## config.mk

```make
export PLATFORM = sky130hd
export DESIGN_NAME = axis_rr_arbiter
export DESIGN_NICKNAME = d
export VERILOG_FILES = /design/src/rtl/axis_rr_arbiter.sv
export SDC_FILE = /design/constraint.sdc
export NUM_CORES = 1
export LEC_CHECK = 0
export BUFFER_PORTS_ARGS = -buffer_cell sky130_fd_sc_hd__buf_4
export CORE_MARGIN = 3
export CORE_UTILIZATION = 34
export CTS_CLUSTER_SIZE = 30
export DETAILED_ROUTE_END_ITERATION = 8
export PLACE_DENSITY = 0.68
export SYNTH_ARGS = -nofsm -noshare
export SYNTH_HDL_FRONTEND = slang
export SYNTH_SLANG_ARGS = --single-unit
```

## constraint.sdc

```tcl
create_clock -name aclk -period 1.5 [get_ports aclk]
set_input_delay 0.075 -clock aclk [delete_from_list [all_inputs] [get_ports aclk]]
set_output_delay 0.075 -clock aclk [all_outputs]
set_load 0.01 [all_outputs]
```

## src/rtl/axis_rr_arbiter.sv

```systemverilog
// rtl/axis_rr_arbiter.sv - packet-aware round-robin arbiter, N AXI-Stream inputs onto one registered output
module axis_rr_arbiter #(
  parameter int N   = 4,
  parameter int NB  = 40,
  parameter int IDW = $clog2(N)
) (
  input  logic            aclk,
  input  logic            areset,
  input  logic [N*NB-1:0] in_tdata,
  input  logic [N-1:0]    in_tvalid,
  input  logic [N-1:0]    in_tlast,
  output logic [N-1:0]    in_tready,
  output logic [NB-1:0]   out_tdata,
  output logic            out_tlast,
  output logic [IDW-1:0]  out_tid,
  output logic            out_tvalid,
  input  logic            out_tready,
  output logic            busy
);

  typedef enum logic {S_IDLE = 1'b0, S_GRANT = 1'b1} state_t;

  state_t          r_state;
  logic [IDW-1:0]  r_grant;
  logic [IDW-1:0]  r_ptr;
  logic [NB-1:0]   r_out_tdata;
  logic            r_out_tlast;
  logic [IDW-1:0]  r_out_tid;
  logic            r_out_tvalid;

  logic            w_slot_free;
  logic            w_acc;
  logic            w_found;
  logic [IDW-1:0]  w_pick;
  logic [IDW:0]    w_sum;
  logic [IDW-1:0]  w_ptr_next;
  logic [NB-1:0]   w_ch_data [N];

  always_comb begin
    for (int k = 0; k < N; k++) begin
      w_ch_data[k] = in_tdata[k*NB +: NB];
    end
  end

  assign w_slot_free = ~r_out_tvalid | out_tready;
  assign w_acc       = (r_state == S_GRANT) & w_slot_free & in_tvalid[r_grant];
  assign w_ptr_next  = (r_grant == IDW'(N-1)) ? '0 : r_grant + IDW'(1);

  always_comb begin
    in_tready = '0;
    if (r_state == S_GRANT && w_slot_free) begin
      in_tready[r_grant] = 1'b1;
    end
  end

  // Scan from the highest offset down so the closest requester after ptr wins.
  always_comb begin
    w_found = 1'b0;
    w_pick  = '0;
    w_sum   = '0;
    for (int i = N-1; i >= 0; i--) begin
      w_sum = {1'b0, r_ptr} + (IDW+1)'(i);
      if (w_sum >= (IDW+1)'(N)) begin
        w_sum = w_sum - (IDW+1)'(N);
      end
      if (in_tvalid[w_sum[IDW-1:0]]) begin
        w_found = 1'b1;
        w_pick  = w_sum[IDW-1:0];
      end
    end
  end

  always_ff @(posedge aclk) begin
    if (areset) begin
      r_state      <= S_IDLE;
      r_grant      <= '0;
      r_ptr        <= '0;
      r_out_tdata  <= '0;
      r_out_tlast  <= 1'b0;
      r_out_tid    <= '0;
      r_out_tvalid <= 1'b0;
    end else begin
      if (w_acc) begin
        r_out_tdata  <= w_ch_data[r_grant];
        r_out_tlast  <= in_tlast[r_grant];
        r_out_tid    <= r_grant;
        r_out_tvalid <= 1'b1;
      end else if (r_out_tvalid && out_tready) begin
        r_out_tvalid <= 1'b0;
      end

      case (r_state)
        S_IDLE: begin
          if (w_found) begin
            r_grant <= w_pick;
            r_state <= S_GRANT;
          end
        end
        S_GRANT: begin
          // Grant is held through valid gaps until the tlast beat is taken.
          if (w_acc && in_tlast[r_grant]) begin
            r_state <= S_IDLE;
            r_ptr   <= w_ptr_next;
          end
        end
        default: r_state <= S_IDLE;
      endcase
    end
  end

  assign out_tdata  = r_out_tdata;
  assign out_tlast  = r_out_tlast;
  assign out_tid    = r_out_tid;
  assign out_tvalid = r_out_tvalid;
  assign busy       = (r_state == S_GRANT);

endmodule

```

### Word level (Yosys, flattened, before mapping)

Index checks and enable logic that the tools add are counted.

| word-level totals | value |
|---|---|
| word-level logic and storage cells | 76 |
| register bits | 49 |
| bits of input ports | 171 |

| cells by class | value |
|---|---|
| eq/ne operators | 1 |
| mux-type cells | 36 |
| bitwise operators | 6 |
| reductions and logical operators | 7 |
| order comparisons | 11 |
| add/subtract/negate cells | 8 |

Operators with widths:

| kind | number |
|---|---|
| $bmux W40 S2 | 1 |
| $mux W40 | 2 |
| $mux W2 | 9 |
| $lt A2 B3 Y1 const B | 5 |
| $mux W1 | 15 |
| $bmux W1 S2 | 6 |
| $ge A3 B3 Y1 const B | 4 |
| $sub A2 B1 Y2 const B | 4 |
| $add A2 B2 Y3 const B | 2 |
| $logic_and A1 B1 Y1 | 4 |
| $mux W4 | 1 |
| $reduce_and A2 Y1 | 2 |
| $add A2 B1 Y3 const B | 1 |
| $ge A2 B3 Y1 const B | 1 |
| $not A2 Y3 | 1 |
| $add A2 B1 Y2 const B | 1 |
| $and A1 B1 Y1 | 2 |
| $demux W1 S2 | 1 |
| $eq A2 B2 Y1 const B | 1 |
| $ge A2 B1 Y1 const B | 1 |
| $not A1 Y1 | 2 |
| $pmux W1 S2 | 1 |
| $reduce_bool A2 Y1 | 1 |
| $or A1 B1 Y1 | 1 |

### Depth between registers and ports, before layout

| logic depth | value |
|---|---|
| depth after elaboration | 11 |
| mapped depth | 7 |

### Least setup slack after synthesis

Ideal clock, no wire load.

| timing | value |
|---|---|
| path kind | reg-to-reg |
| from | reg r_grant[0] |
| to | reg r_ptr[1] |
| cell stages (with the launch flop) | 8 |
| arrival time | 1514 ps |
| setup slack | -150 ps |
| clock period less this slack | 1650 ps |
| buffers on the path | 3 |
| cells stage by stage | dfxtp_1 buf_4 buf_2 clkbuf_1 inv_1 ha_1 mux2i_1 nor2_1 |

RTL lines:

| what | line | source |
|---|---|---|
| start, declared | 24 | `logic [IDW-1:0] r_grant;` |
| start signal, assigned | 95 | `r_grant <= w_pick;` |
| $add A2 B1 Y2 / $eq A2 B2 Y1 (equally long branches) | 47 | `assign w_ptr_next = (r_grant == IDW'(N-1)) ? '0 : r_grant + IDW'(1);` |
| $mux W2 * | 47 |  |
| net w_ptr_next[1] | 36 | `logic [IDW-1:0] w_ptr_next;` |
| end signal, assigned | 103 | `r_ptr <= w_ptr_next;` |
| end, declared | 25 | `logic [IDW-1:0] r_ptr;` |

The timed path passes the listed nets; every way through them passes the cells marked *. The select of a mux whose other input is x is not followed.
A chain may end at the register's enable or synchronous reset.

### Worst setup path after layout

| timing | value |
|---|---|
| from | reg r_grant[1] |
| to | reg r_out_tdata[2] (netlist: out_tdata[2]) |

| on the way | value |
|---|---|
| longest elaborated chain between the ends | 4 |

Ends and longest elaborated chain:

| what | line | source |
|---|---|---|
| $not A2 Y3 (implied by the code) | 84 | `r_out_tdata <= w_ch_data[r_grant];` |
| $bmux W40 S2 | 84 |  |
| $mux W40 (implied by the code) (2 in a row) | 84 |  |
| end signal, assigned | 84 |  |
| end, declared | 26 | `logic [NB-1:0] r_out_tdata;` |

Several ways; a longest one is shown, not always the timed one. The select of a mux whose other input is x is not followed.

==> qor.csv <==
metric,value,unit
area_growth,69.0,%
ys_ff_latch,49,
drt_iter0_markers,122,
period_share,105,%
wl_per_cell,16.6,um
io_buffers,219,
critPathLaunch,r_grant[1],
place.gp.congestion,0.831,
worstPathArrival,1.76,ns
cts_made_buffers,5,
ant_nets,0,
synthesis.nets,485,
drcViolationCount,0,
ys_async_sr_fraction,0,%
p_leak,2.29,nW
cts-root-buf,clkbuf_8,
regToRegStartpoint,r_grant[1],
setup_viol,41,
layout_setup_ws,-0.0813,ns
drive_gt1_share,64.9,%
first_global_vias,3359,
yosysMostFrequentCell,nand2_1,
peakVddDrop,568,uV
grt_pass1_wl,15700,um
synth_cells,310,
grt_max_degree,30,
avgSynthCellArea,10.1,um^2
synth_flop_cell,dfxtp_1,
dieArea,10400,um^2
startpoint_type,register,
worst_ep_required_time,1.68,ns
hpwlAfterDp,8180,um
crit_type,reg -> reg,
cts.path.max_buffers,2,
ctsHoldBuffers,0,
antenna_cells,0,
vias,3334,
synth.distinct_cells,36,
rsz0062_at_grt,yes,
p_per_area,716,nW/um^2
fin_crit,1.58,ns
yosysTopAreaCellShare,31.3,%
synth-edff-count,0,
utilization,59.8,%
outcome,finished with violations,
slew_headroom,64.7,%
viasPerCell,5.13,
yosysWarnings,0,
grt_overflow,0,
cp_max_fo,16,
slew_viol_final,0,
clock-sinks,49,
chipWidth,102,um
hold_path_startpoint,in_tdata[103],
final_net_count,716,
coreArea,8850,um^2
max_freq,0.632,GHz
wl,10800,um
finalPower,3.79,mW
max-cap-violations,0,
insertion_delay,0.30,ns
tritoncts,done,
h-tree-depth,2,
ios,220,
drtPass1Iterations,4,
synth_area,3130,um^2
min_path_type,in -> reg,
endpoint_kind,register,
hold_violations,0,
fin_worst_skew,0.00637,ns
clkTransAtPathRegs,0.09,ns
tightestPinTransition,0.528,ns
antenna_found_initial,0,
grt_usage,19.0,%
seq_area_frac_synth,31.3,%
rows,34,
ys_top_cells_by_count,"nand2_1 (65), dfxtp_1 (49), mux4_2 (35)",
initial_core_util,35.4,%
synth_area_leaders,"dfxtp_1 (31%), mux4_2 (25%), nand2_1 (7.8%), a21oi_2 (5.6%), nand2_2 (4.0%)",
die_h,102,um
synth_top_area_cell,dfxtp_1,
violations,negative setup slack,
-- report_power, final --
group          total (mW)  leakage (nW)  internal (mW)  switching [mW]
Clock               0.990        0.0617          0.544           0.446
Combinational        1.36          1.83          0.820           0.536
Sequential           1.44         0.401           1.39          0.0556
-- placed cells by master, fill, tap and decap left out, types with 2 or more instances in the layout --
cell and n:
a21oi_1 21, a21oi_2 22, a221o_1 3, a32o_1 7, a32oi_1 3, and3_1 4, buf_12 8, buf_4 243
bufbuf_16 2, clkbuf_8 6, dfxtp_1 47, dfxtp_4 2, ha_1 4, inv_1 4, mux4_2 35, nand2_1 60
nand2_2 25, nand2b_1 3, nand3_1 8, nor2_1 5, nor2b_1 2, o211ai_1 9
-- final timing paths --
| kind | endpoint | slack, ns | cells past startpoint |
|---|---|---|---|
| worst max-delay path | out_tdata[2] | -0.08 | 5 |
| worst max register to register | out_tdata[2] | -0.08 | 5 |
| worst min register to register | out_tdata[17] | 0.46 | 2 |
| worst min-delay path | out_tdata[23] | 0.14 | 4 |
-- metrics by stage --
| step | hold slack, ns | cell area, um^2 | setup TNS [ns] | instances | setup slack [ns] |
|---|---|---|---|---|---|
| after global placement | 0.439 | 4950 | -0.234 | 626 | -0.0288 |
| final | 0.144 | 5290 | -1.79 | 650 | -0.0813 |
| after CTS | 0.136 | 5190 | -1.88 | 642 | -0.0827 |
| after floorplan | 0.338 | 3150 | -1.60 | 310 | -0.0595 |
| after detailed placement | 0.447 | 4950 | -1.22 | 626 | -0.0715 |
| after global routing | 0.143 | 5290 | -3.97 | 650 | -0.121 |
-- registers in the layout, indices dropped and copies added (netlist names) --
name        flops
r_ptr           2
r_grant         2
busy            1
out_tid         2
out_tvalid      1
out_tdata      40
out_tlast       1
-- cells by family (layout without fill, tap and decap cells) --
| kind of cell | count (synthesis) | count (layout) | synth area share, % |
|---|---|---|---|
| AOI/OAI and AO/OA | 70 | 70 | 16.8 |
| buffers and inverters | 35 | 267 | 6.55 |
| and+or+nand+nor | 115 | 115 | 17.9 |
| muxes | 37 | 37 | 25.9 |
| DFF | 49 | 49 | 31.3 |
| adders and majority gates | 4 | 4 | 1.60 |
-- critical path: stages, from the launching register on --
cell     delay (ns)
dfxtp_4        0.38
mux4_2         0.54
and3_4         0.25
buf_12         0.17
nand2_1        0.07
a21oi_1        0.06
-- per-layer routing --
layer	vias up	wire length [um]	global-route usage [%]	share of wire, %
li1	1607	-	-	-
met1	1566	4150	22.1	38
met2	146	5570	35.3	52
met3	15	946	4.30	8.8
met4	0	119	4.84	1.1
met5	-	0	0	0
-- what timing repair did --
| item | in CTS | in global routing |
|---|---|---|
| pin swaps | 5 | 0 |
| gates resized for setup | 1 | 10 |
| endpoints found under the setup margin | 39 | 49 |
| hold endpoints to repair | 0 | 0 |
| setup buffers | 6 | 8 |
| cloned | 2 | 0 |
-- area by class of cell --
class | count | area (um^2)
Inverter | 5 | 18.8
Clock inverter | 2 | 36.3
Fill cell | 764 | 3560
Clock buffer | 6 | 82.6
Tap cell | 108 | 135
Sequential cell | 49 | 988
Multi-Input combinational cell | 226 | 1960
Timing Repair Buffer | 254 | 2060
No activity file was read; power rests on OpenSTA's default activity.
